==> config.mk <==
export PLATFORM = sky130hd
export DESIGN_NAME = fp4_mul_stage_flat
export DESIGN_NICKNAME = d
export VERILOG_FILES = /design/src/rtl/fp4_mul_stage_if.sv /design/src/rtl/fp4_mul_stage.sv /design/src/flat_wrapper.sv
export SDC_FILE = /design/constraint.sdc
export NUM_CORES = 1
export LEC_CHECK = 0
export ABC_CLOCK_PERIOD_IN_PS = 1600
export CAP_MARGIN = 15
export CORE_MARGIN = 10
export CORE_UTILIZATION = 48
export CTS_BUF_LIST = sky130_fd_sc_hd__clkbuf_8
export CTS_CLUSTER_DIAMETER = 80
export DETAILED_ROUTE_END_ITERATION = 10
export MAX_ROUTING_LAYER = met4
export PLACE_DENSITY = 0.88
export SLEW_MARGIN = 25
export SYNTH_ARGS = -nofsm -noshare
export SYNTH_HDL_FRONTEND = slang
export SYNTH_SLANG_ARGS = --single-unit
==> constraint.sdc <==
create_clock -name i_clk -period 1.6 [get_ports i_clk]
set_clock_uncertainty 0.05 [all_clocks]
set_input_delay 0.16 -clock i_clk [delete_from_list [all_inputs] [get_ports i_clk]]
set_output_delay 0.16 -clock i_clk [all_outputs]
set_load 0.01 [all_outputs]
==> src/rtl/fp4_mul_stage_if.sv <==
// Operand/product handshake bundle for the FP4 multiplier stage.
// master = upstream driver plus product consumer, slave = the multiplier stage.
interface fp4_mul_stage_if;
  logic       i_valid;
  logic       o_ready;
  logic [3:0] i_a;
  logic [3:0] i_b;
  logic       o_valid;
  logic       i_out_ready;
  logic [3:0] o_prod;
  logic       o_first;
  logic       o_last;

  modport master (
    output i_valid, i_a, i_b, i_out_ready,
    input  o_ready, o_valid, o_prod, o_first, o_last
  );

  modport slave (
    input  i_valid, i_a, i_b, i_out_ready,
    output o_ready, o_valid, o_prod, o_first, o_last
  );
endinterface

==> src/rtl/fp4_mul_stage.sv <==
// Two-stage E2M1 (FP4) multiplier with valid/ready handshake and vector first/last tags.
// Optional saturated-product counter enabled by defining FP4_MUL_SAT_STATS_EN.
module fp4_mul_stage #(
  parameter  int VEC_LEN = 8,
  localparam int CNT_W   = $clog2(VEC_LEN)
) (
  input  logic                 i_clk,
  input  logic                 i_rst_n,
  input  logic                 i_flush,
  fp4_mul_stage_if.slave       bus,
  output logic [15:0]          o_sat_count
);

  // Handshake: a pair moves in when i_valid & o_ready, a product moves out when
  // o_valid & i_out_ready; flush takes priority over both transfers.
  localparam logic [CNT_W-1:0] LAST_IDX = CNT_W'(VEC_LEN - 1);

  // E2M1 magnitude {exp, man} expressed as an integer count of halves (0..12).
  function automatic logic [3:0] to_halves(input logic [2:0] m);
    logic [3:0] h;
    if (m[2:1] == 2'b00) h = {3'b000, m[0]};
    else                 h = {2'b00, 1'b1, m[0]} << (m[2:1] - 2'd1);
    return h;
  endfunction

  // Quarters to nearest E2M1 magnitude code; ties resolve to the even code.
  function automatic logic [2:0] round_q(input logic [7:0] q);
    logic [2:0] c;
    if      (q <= 8'd1)  c = 3'd0;
    else if (q == 8'd2)  c = 3'd1;
    else if (q <= 8'd5)  c = 3'd2;
    else if (q == 8'd6)  c = 3'd3;
    else if (q <= 8'd10) c = 3'd4;
    else if (q <= 8'd13) c = 3'd5;
    else if (q <= 8'd20) c = 3'd6;
    else                 c = 3'd7;
    return c;
  endfunction

  logic             s1_valid;
  logic [7:0]       s1_q;
  logic             s1_sign;
  logic             s1_first;
  logic             s1_last;
  logic [CNT_W-1:0] elem_cnt;

  logic             s2_load;
  logic             in_xfer;
  logic [7:0]       prod_q;
  logic [2:0]       s2_mag;

  assign s2_load     = !bus.o_valid || bus.i_out_ready;
  assign bus.o_ready = !s1_valid || s2_load;
  assign in_xfer     = bus.i_valid && bus.o_ready;
  assign prod_q      = {4'b0000, to_halves(bus.i_a[2:0])} * {4'b0000, to_halves(bus.i_b[2:0])};
  assign s2_mag      = round_q(s1_q);

  always_ff @(posedge i_clk or negedge i_rst_n) begin
    if (!i_rst_n) begin
      s1_valid    <= 1'b0;
      s1_q        <= 8'd0;
      s1_sign     <= 1'b0;
      s1_first    <= 1'b0;
      s1_last     <= 1'b0;
      elem_cnt    <= '0;
      bus.o_valid <= 1'b0;
      bus.o_prod  <= 4'd0;
      bus.o_first <= 1'b0;
      bus.o_last  <= 1'b0;
    end else if (i_flush) begin
      s1_valid    <= 1'b0;
      bus.o_valid <= 1'b0;
      elem_cnt    <= '0;
    end else begin
      if (bus.o_ready) s1_valid <= in_xfer;
      if (in_xfer) begin
        s1_q     <= prod_q;
        s1_sign  <= bus.i_a[3] ^ bus.i_b[3];
        s1_first <= (elem_cnt == '0);
        s1_last  <= (elem_cnt == LAST_IDX);
        elem_cnt <= (elem_cnt == LAST_IDX) ? '0 : elem_cnt + CNT_W'(1);
      end
      if (s2_load) begin
        bus.o_valid <= s1_valid;
        if (s1_valid) begin
          // A zero magnitude is always emitted as +0.
          bus.o_prod  <= {s1_sign && (s2_mag != 3'd0), s2_mag};
          bus.o_first <= s1_first;
          bus.o_last  <= s1_last;
        end
      end
    end
  end

`ifdef FP4_MUL_SAT_STATS_EN
  logic s1_sat;
  logic s2_sat;

  always_ff @(posedge i_clk or negedge i_rst_n) begin
    if (!i_rst_n) begin
      s1_sat      <= 1'b0;
      s2_sat      <= 1'b0;
      o_sat_count <= 16'h0000;
    end else if (!i_flush) begin
      if (in_xfer) s1_sat <= (prod_q > 8'd24);
      if (s2_load && s1_valid) s2_sat <= s1_sat;
      // Counted on output transfer so stalled products are not counted twice.
      if (bus.o_valid && bus.i_out_ready && s2_sat && (o_sat_count != 16'hFFFF))
        o_sat_count <= o_sat_count + 16'd1;
    end
  end
`else
  assign o_sat_count = 16'h0000;
`endif

endmodule
==> src/flat_wrapper.sv <==
// flat-port wrapper written by rule: the top's interface ports become plain ports
module fp4_mul_stage_flat 
#(
  parameter  int VEC_LEN = 8,
  localparam int CNT_W   = $clog2(VEC_LEN)
)
  (i_clk, i_rst_n, i_flush, o_sat_count, bus_i_valid, bus_i_a, bus_i_b, bus_i_out_ready, bus_o_ready, bus_o_valid, bus_o_prod, bus_o_first, bus_o_last);
  fp4_mul_stage_if bus_i ();
  input  logic i_clk;
  input  logic i_rst_n;
  input  logic i_flush;
  output logic [15:0] o_sat_count;
  input wire logic [$bits(bus_i.i_valid)-1:0] bus_i_valid;
  input wire logic [$bits(bus_i.i_a)-1:0] bus_i_a;
  input wire logic [$bits(bus_i.i_b)-1:0] bus_i_b;
  input wire logic [$bits(bus_i.i_out_ready)-1:0] bus_i_out_ready;
  output wire logic [$bits(bus_i.o_ready)-1:0] bus_o_ready;
  output wire logic [$bits(bus_i.o_valid)-1:0] bus_o_valid;
  output wire logic [$bits(bus_i.o_prod)-1:0] bus_o_prod;
  output wire logic [$bits(bus_i.o_first)-1:0] bus_o_first;
  output wire logic [$bits(bus_i.o_last)-1:0] bus_o_last;
  assign bus_i.i_valid = bus_i_valid;
  assign bus_i.i_a = bus_i_a;
  assign bus_i.i_b = bus_i_b;
  assign bus_i.i_out_ready = bus_i_out_ready;
  assign bus_o_ready = bus_i.o_ready;
  assign bus_o_valid = bus_i.o_valid;
  assign bus_o_prod = bus_i.o_prod;
  assign bus_o_first = bus_i.o_first;
  assign bus_o_last = bus_i.o_last;
  fp4_mul_stage #(.VEC_LEN(VEC_LEN)) u_core (.i_clk(i_clk), .i_rst_n(i_rst_n), .i_flush(i_flush), .bus(bus_i), .o_sat_count(o_sat_count));
endmodule
==> impl_metrics.csv, run 1 <==
group,metric,value,unit
outcome,outcome,"complete, but fails checks",
outcome,violations,"setup timing",
place,dp_hpwl,3.08,mm
clock_tree,cts_sinks,22,
detailed_routing,wl_per_cell,16.4,µm
worst_hold_path,hp-class,"input port to async pin",
sta,hold_viol,0,
worst_setup_path,crit_path_start,"bus_i_b[1]",
synthesis,synthArstFlopShare,1.00,
floorplan,row_count,21,
synthesis,ys_seq_area_frac,0.317,
sta,rsz0062_at_grt,"true",
worst_setup_path,max_stage_delay,0.59,ns
sta,fin_crit,2.97,ns
place,dpl_worst_slack,-2.06,ns
synthesis,synthCells,193,
power_and_ir_drop,p_clk_frac,0.197,
floorplan,initial_utilization,0.508,
clock_tree,max-clock-path-buffers,2,
power_and_ir_drop,finalPower,1.74,mW
synthesis,synth_area_leaders,"dfrtp_1 (32%), ha_1 (14%), buf_4 (6.9%), nor2_1 (5.0%), nand2_1 (4.8%)",
cells_and_area,area_growth,45.9,%
synthesis,synth-compound-area-share,0.123,
worst_setup_path,rr_endpoint,"u_core.s1_q[7]$_DFFE_PN0P_",
floorplan,die_area,6420,µm²
clock_tree,cts_buffers,3,
global_route,grt_use_total,0.127,
power_and_ir_drop,p_per_area,687,nW/µm²
synthesis,synth_seq_cells,22,
worst_setup_path,path_class,"input port to flip-flop",
power_and_ir_drop,p_leak,1.21,nW
floorplan,io_pins,37,
place,detailed_place.area,2260,µm²
worst_setup_path,r2r_slack,-0.22,ns
synthesis,synthMuxAreaShare,0.0454,
power_and_ir_drop,irDropWorstVdd,0.317,mV
synthesis,synth_edf_count,0,
power_and_ir_drop,switchingPower,0.558,mW
power_and_ir_drop,switching_share,0.321,
clock_tree,cts.clk_slew.worst_paths,0.07,ns
place,portBuffers,20,
sta,layout_setup_ws,-1.37,ns
cells_and_area,layout-drive-gt1-share,0.386,
place,gp_congestion,0.819,
clock_tree,cts-root-buf,"clkbuf_8",
global_route,grt_overflow,0,
clock_tree,cts_tree,"yes",
synthesis,synthFlopType,"dfrtp_1",
clock_tree,insertion_delay,0.26,ns
global_route,antenna_found_initial,0,
worst_setup_path,cp_max_fo,4,
worst_setup_path,critPathRequiredTime,1.73,ns
synthesis,postSynthAreaPerCell,8.99,µm²
detailed_routing,vias,1570,
global_route,grt_pass1_vias,1549,
power_and_ir_drop,p_int,1.18,mW
cells_and_area,final_nets,287,
worst_setup_path,reg2reg_depth,4,
global_route,grt_pass1_wl,6.53,mm
sta,fmax,337,MHz
synthesis,synthTopCellsByCount,"nor2_1 (23), dfrtp_1 (22), nand2_1 (22), ha_1 (19), buf_4 (16)",
synthesis,netlist.area_leader.share,0.317,
cells_and_area,antennaDiodeCount,0,
worst_setup_path,arrival,3.10,ns
synthesis,yosysMostFrequentCell,"nor2_1",
global_route,grt_max_degree,23,
power_and_ir_drop,pwr-share-seq,0.406,
detailed_routing,drc,0,
detailed_routing,initialDrtViolationCount,83,
floorplan,core,3420,µm²
sta,setup_violations,7,
synthesis,synth_cell_type_count,38,
detailed_routing,routed_via_density,5.32,
clock_tree,htreeDepth,1,
synthesis,synthAdderAreaFrac,0.183,
floorplan,die-height,80.1,µm
synthesis,synth_top_area_cell,"dfrtp_1",
power_and_ir_drop,combPwrFrac,0.397,
run,drv_cap,0,
synthesis,netlist_area,1740,µm²
cells_and_area,nFillCells,242,
worst_setup_path,r2r-start,"u_core.bus.o_valid$_DFFE_PN0P_",
detailed_routing,routed_wl,4.84,mm
worst_setup_path,end_kind,"flip-flop",
sta,slew_viol_final,0,
detailed_routing,ant_nets,0,
synthesis,synthXorXnorAreaFrac,0.0202,
synthesis,yosys_warnings,0,
floorplan,die_w,80.1,µm
cells_and_area,postLayoutCellArea,2530,µm²
detailed_routing,drtPass1Iterations,4,
sta,fin_crit_sh,1.86,
clock_tree,hold_buffers,0,
worst_setup_path,cp-start-kind,"input port",
worst_setup_path,path_cells,"buf_6 > inv_2 > ha_4 > nor2b_4 > o21ai_2 > or2_4 > fa_1 > inv_2 > fa_2 > ha_4 > a211oi_2 > o21bai_1 > mux2_4 > o211ai_1",
synthesis,synth-simple-area-share,0.193,
worst_setup_path,cp_slowest_cell,"fa_2",
synthesis,synth_top_family_by_area,"simple AND/OR/NAND/NOR gates",
## cells by family (layout without fill, tap and decap cells)
logic type,count (synthesis),after routing
simple gates,67,67
buf+inv,35,76
compound gates,34,34
fa+ha+maj,23,23
flops,22,22
mux,7,7
xor+xnor,4,4
other cells,1,16
## worst max-delay path, delay by kind of cell
family / cells / cell delay (ns)
buf+inv: 3 / 0.16
compound gates: 4 / 0.51
fa+ha+maj: 4 / 1.58
simple gates: 2 / 0.38
mux: 1 / 0.31
## state kept, by name, indices dropped and copies added (netlist names)
register / flops
u_core.bus.o_prod: 4
u_core.s1_valid: 1
u_core.bus.o_last: 1
u_core.s1_q: 8
u_core.s1_sign: 1
u_core.bus.o_first: 1
u_core.bus.o_valid: 1
u_core.s1_first: 1
u_core.s1_last: 1
u_core.elem_cnt: 3
## layout by cell type, fill, tap and decap left out, drive strengths merged, types with 2 or more instances in the layout
cell / n
nor2: 23
a31oi: 3
xor2: 2
nand2: 22
ha: 19
o21ai: 10
or2: 2
inv: 14
dfrtp: 22
o211ai: 3
o21bai: 2
buf: 43
nand3: 2
nor2b: 3
nand2b: 5
dlygate4sd2: 2
clkdlybuf4s50: 13
conb: 16
mux2: 7
fa: 4
or4b: 2
a21o: 3
clkbuf: 3
a21oi: 7
xnor2: 2
or3: 3
## per-layer routing
layer	wire (µm)	vias to the layer above	GRT usage
li1	-	736	-
met1	1690	761	0.132
met2	2740	58	0.229
met3	220	15	0.00780
met4	190	0	0.0792
met5	0	-	-
## power groups by stage
| stage | sequential [mW] | combinational, mW | clock, mW |
|---|---|---|---|
| global placement | 0.705 | 0.539 | 0 |
| finish | 0.706 | 0.691 | 0.342 |
| detailed placement | 0.712 | 0.561 | 0 |
| CTS | 0.702 | 0.598 | 0.344 |
| global route | 0.715 | 0.745 | 0.363 |
| floorplan | 0.705 | 0.325 | 0 |
## how the worst max path moves through the flow
| stage | end | slack (ns) | cells past startpoint |
|---|---|---|---|
| after detailed placement | u_core.s1_q[6]$_DFFE_PN0P_ | -2.06 | 14 |
| after global routing | u_core.s1_q[7]$_DFFE_PN0P_ | -1.43 | 14 |
| after global placement | u_core.s1_q[7]$_DFFE_PN0P_ | -2.00 | 14 |
| after floorplan | u_core.s1_q[6]$_DFFE_PN0P_ | -1.38 | 13 |
| after CTS | u_core.s1_q[6]$_DFFE_PN0P_ | -1.43 | 15 |
| final | u_core.s1_q[7]$_DFFE_PN0P_ | -1.37 | 14 |
## area by class of cell
| cell class | instances | area [µm²] | share of cell area |
|---|---|---|---|
| multi-input cells | 151 | 1270 | 0.500 |
| flip-flops and latches | 22 | 551 | 0.217 |
| repair buffers | 59 | 536 | 0.212 |
| inverters | 14 | 80.1 | 0.0316 |
| well taps | 46 | 57.6 | 0.0227 |
| clock buffers | 3 | 41.3 | 0.0163 |
## stage by stage
stage / utilization / instances / setup TNS [ns] / hold slack, ns
floorplan: - / 208 / -6.93 / -0.186
global placement: 0.662 / 289 / -12.60 / 0.408
detailed placement: 0.662 / 289 / -13.57 / 0.429
CTS: 0.693 / 295 / -7.20 / 0.210
global route: 0.741 / 295 / -7.00 / 0.220
finish: 0.741 / 295 / -6.65 / 0.195
## what timing repair did
| action | CTS | global route |
|---|---|---|
| buffers inserted | 4 | 2 |
| pin swaps | 15 | 25 |
| setup endpoints to repair | 10 | 12 |
| gates resized for setup | 34 | 32 |
Note: power is estimated with default switching activity, not from simulation.
==> inputs of run 2 (changes only) <==
Settings changed: CELL_PAD_IN_SITES_DETAIL_PLACEMENT set to 0, CELL_PAD_IN_SITES_GLOBAL_PLACEMENT set to 1, CORE_UTILIZATION 48 to 36.
==> run 2 against run 1 <==
Against the previous run:
- the flow still finishes with violations (setup timing)
- hold slack improved by 0.0077 ns
- first-iteration DRC count decreased by 64%
- via count decreased by 8.1%
- largest cell class unchanged
- clock power decreased by 5%
- non-clock buffer count increased by 1
==> impl_metrics.csv, run 2 (synthesis gave the netlist of run 1 again) <==
group,metric,value,unit
outcome,outcome,"complete, but fails checks",
outcome,violations,"setup timing",
cells_and_area,regMostFlops,"u_core.s1_q",
cells_and_area,postLayoutCellArea,2450,µm²
place,dp_cells,298,
sta,hold_viol,0,
detailed_routing,initialDrtViolationCount,30,
place,gp_congestion,0.789,
power_and_ir_drop,p_leak,1.21,nW
cells_and_area,biggestRegsByFlops,"u_core.s1_q: 8 flops, u_core.bus.o_prod: 4 flops, u_core.elem_cnt: 3 flops",
clock_tree,insertion_delay,0.25,ns
global_route,grt_pass1_vias,1435,
worst_setup_path,cp-start-kind,"input port",
detailed_routing,routed_wl,3.57,mm
clock_tree,cts.clk_slew.worst_paths,0.07,ns
cells_and_area,layout-drive-gt1-share,0.348,
power_and_ir_drop,irDropWorstVdd,0.297,mV
global_route,antenna_found_initial,0,
clock_tree,htreeDepth,1,
run,drv_cap,0,
clock_tree,cts-root-buf,"clkbuf_8",
cells_and_area,final_common_cell,"buf_4",
place,detailed_place.area,2280,µm²
clock_tree,cts_sinks,22,
cells_and_area,antennaDiodeCount,0,
cells_and_area,postLayoutCoreUtil,0.523,
floorplan,die-height,89.4,µm
floorplan,initial_utilization,0.370,
sta,layout_setup_ws,-1.22,ns
worst_setup_path,end_kind,"flip-flop",
clock_tree,cts_tree,"yes",
clock_tree,max-clock-path-buffers,2,
cells_and_area,largest_reg_flops,8,
sta,rsz0062_at_grt,"true",
place,dp_hpwl,2.82,mm
global_route,grt_use_total,0.0913,
floorplan,core,4690,µm²
sta,slew_viol_final,0,
cells_and_area,register_area,551,µm²
worst_setup_path,arrival,2.93,ns
floorplan,die_w,89.4,µm
floorplan,row_count,25,
detailed_routing,vias,1443,
detailed_routing,wl_per_cell,11.7,µm
place,dpl_worst_slack,-2.10,ns
clock_tree,cts_buffers,3,
detailed_routing,routed_via_density,4.75,
sta,fin_crit,2.82,ns
worst_setup_path,critPathRequiredTime,1.71,ns
sta,setup_violations,7,
floorplan,die_area,8000,µm²
sta,fmax,354,MHz
floorplan,io_pins,37,
sta,fin_crit_sh,1.76,
global_route,grt_pass1_wl,5.93,mm
detailed_routing,drtPass1Iterations,4,
place,portBuffers,20,
global_route,grt_overflow,0,
power_and_ir_drop,p_per_area,671,nW/µm²
cells_and_area,multi_input_comb_area,1180,µm²
cells_and_area,nFillCells,442,
worst_setup_path,path_class,"input port to flip-flop",
global_route,grt_max_degree,23,
cells_and_area,fin_cells,304,
detailed_routing,drc,0,
worst_setup_path,cp_max_fo,4,
cells_and_area,final_cell_mix,"buf_4 (36), dfrtp_1 (22), nand2_1 (21), nor2_1 (21)",
detailed_routing,ant_nets,0,
worst_hold_path,hp-class,"input port to async pin",
cells_and_area,area_growth,41.4,%
cells_and_area,final_nets,288,
## run 2: repair_timing
action,CTS,global route
endpoints found under the hold margin,0,0
buffers inserted,4,1
endpoints found under the setup margin,9,14
gates resized for setup,30,21
pin swaps,13,20
hold buffers,0,0
## run 2: cell type report
| class | instances | area share |
|---|---|---|
| clock buffers | 3 | 0.0168 |
| inverters | 14 | 0.0316 |
| multi-input cells | 151 | 0.481 |
| flip-flops and latches | 22 | 0.224 |
| well taps | 54 | 0.0275 |
| repair buffers | 60 | 0.219 |
## run 2: metrics by stage
step | power [mW] | TNS (ns) | hold slack, ns
detailed placement | 1.26 | -13.51 | 0.419
floorplan | 1.03 | -6.93 | -0.186
finish | 1.65 | -6.31 | 0.203
CTS | 1.62 | -7.20 | 0.211
global placement | 1.25 | -12.99 | 0.408
global route | 1.76 | -7.11 | 0.241
## run 2: final timing paths
path	from	end	slack, ns	cells after the start
setup / recovery	bus_i_b[2]	u_core.s1_q[7]$_DFFE_PN0P_	-1.22	14
max in group asynchronous	i_rst_n	u_core.s1_q[6]$_DFFE_PN0P_	1.08	2
hold reg to reg	u_core.s1_first$_DFFE_PN0P_	u_core.s1_first$_DFFE_PN0P_	0.43	2
min in group i_clk	u_core.s1_first$_DFFE_PN0P_	u_core.s1_first$_DFFE_PN0P_	0.43	2
hold / removal	i_rst_n	u_core.s1_sign$_DFFE_PN0P_	0.20	2
setup reg to reg	u_core.s1_valid$_DFFE_PN0P_	u_core.s1_q[7]$_DFFE_PN0P_	-0.16	4
## run 2: worst max-delay path, cell delays in order
cell and delay [ns]:
buf_8 0.10, inv_12 0.03, ha_4 0.27, nor2b_4 0.13, o21ai_2 0.07, or2_4 0.23
fa_1 0.49, inv_2 0.04, fa_2 0.48, ha_4 0.29, a211oi_2 0.05, o21bai_1 0.15
mux2_2 0.35, o211ai_1 0.09
## run 2: report_power, final
part           internal, mW  switching, mW  leakage [nW]
Clock                 0.167          0.158        0.0216
Sequential            0.633         0.0708         0.286
Combinational         0.345          0.271         0.902
Total                  1.15          0.500          1.21
## run 2: per-layer routing
metal / global-route usage / wire, µm / vias up
met4: 0.0260 / 28 / 0
met1: 0.105 / 1540 / 673
met2: 0.165 / 1850 / 31
met3: 0.00820 / 150 / 4
li1: - / - / 735
met5: - / 0 / -
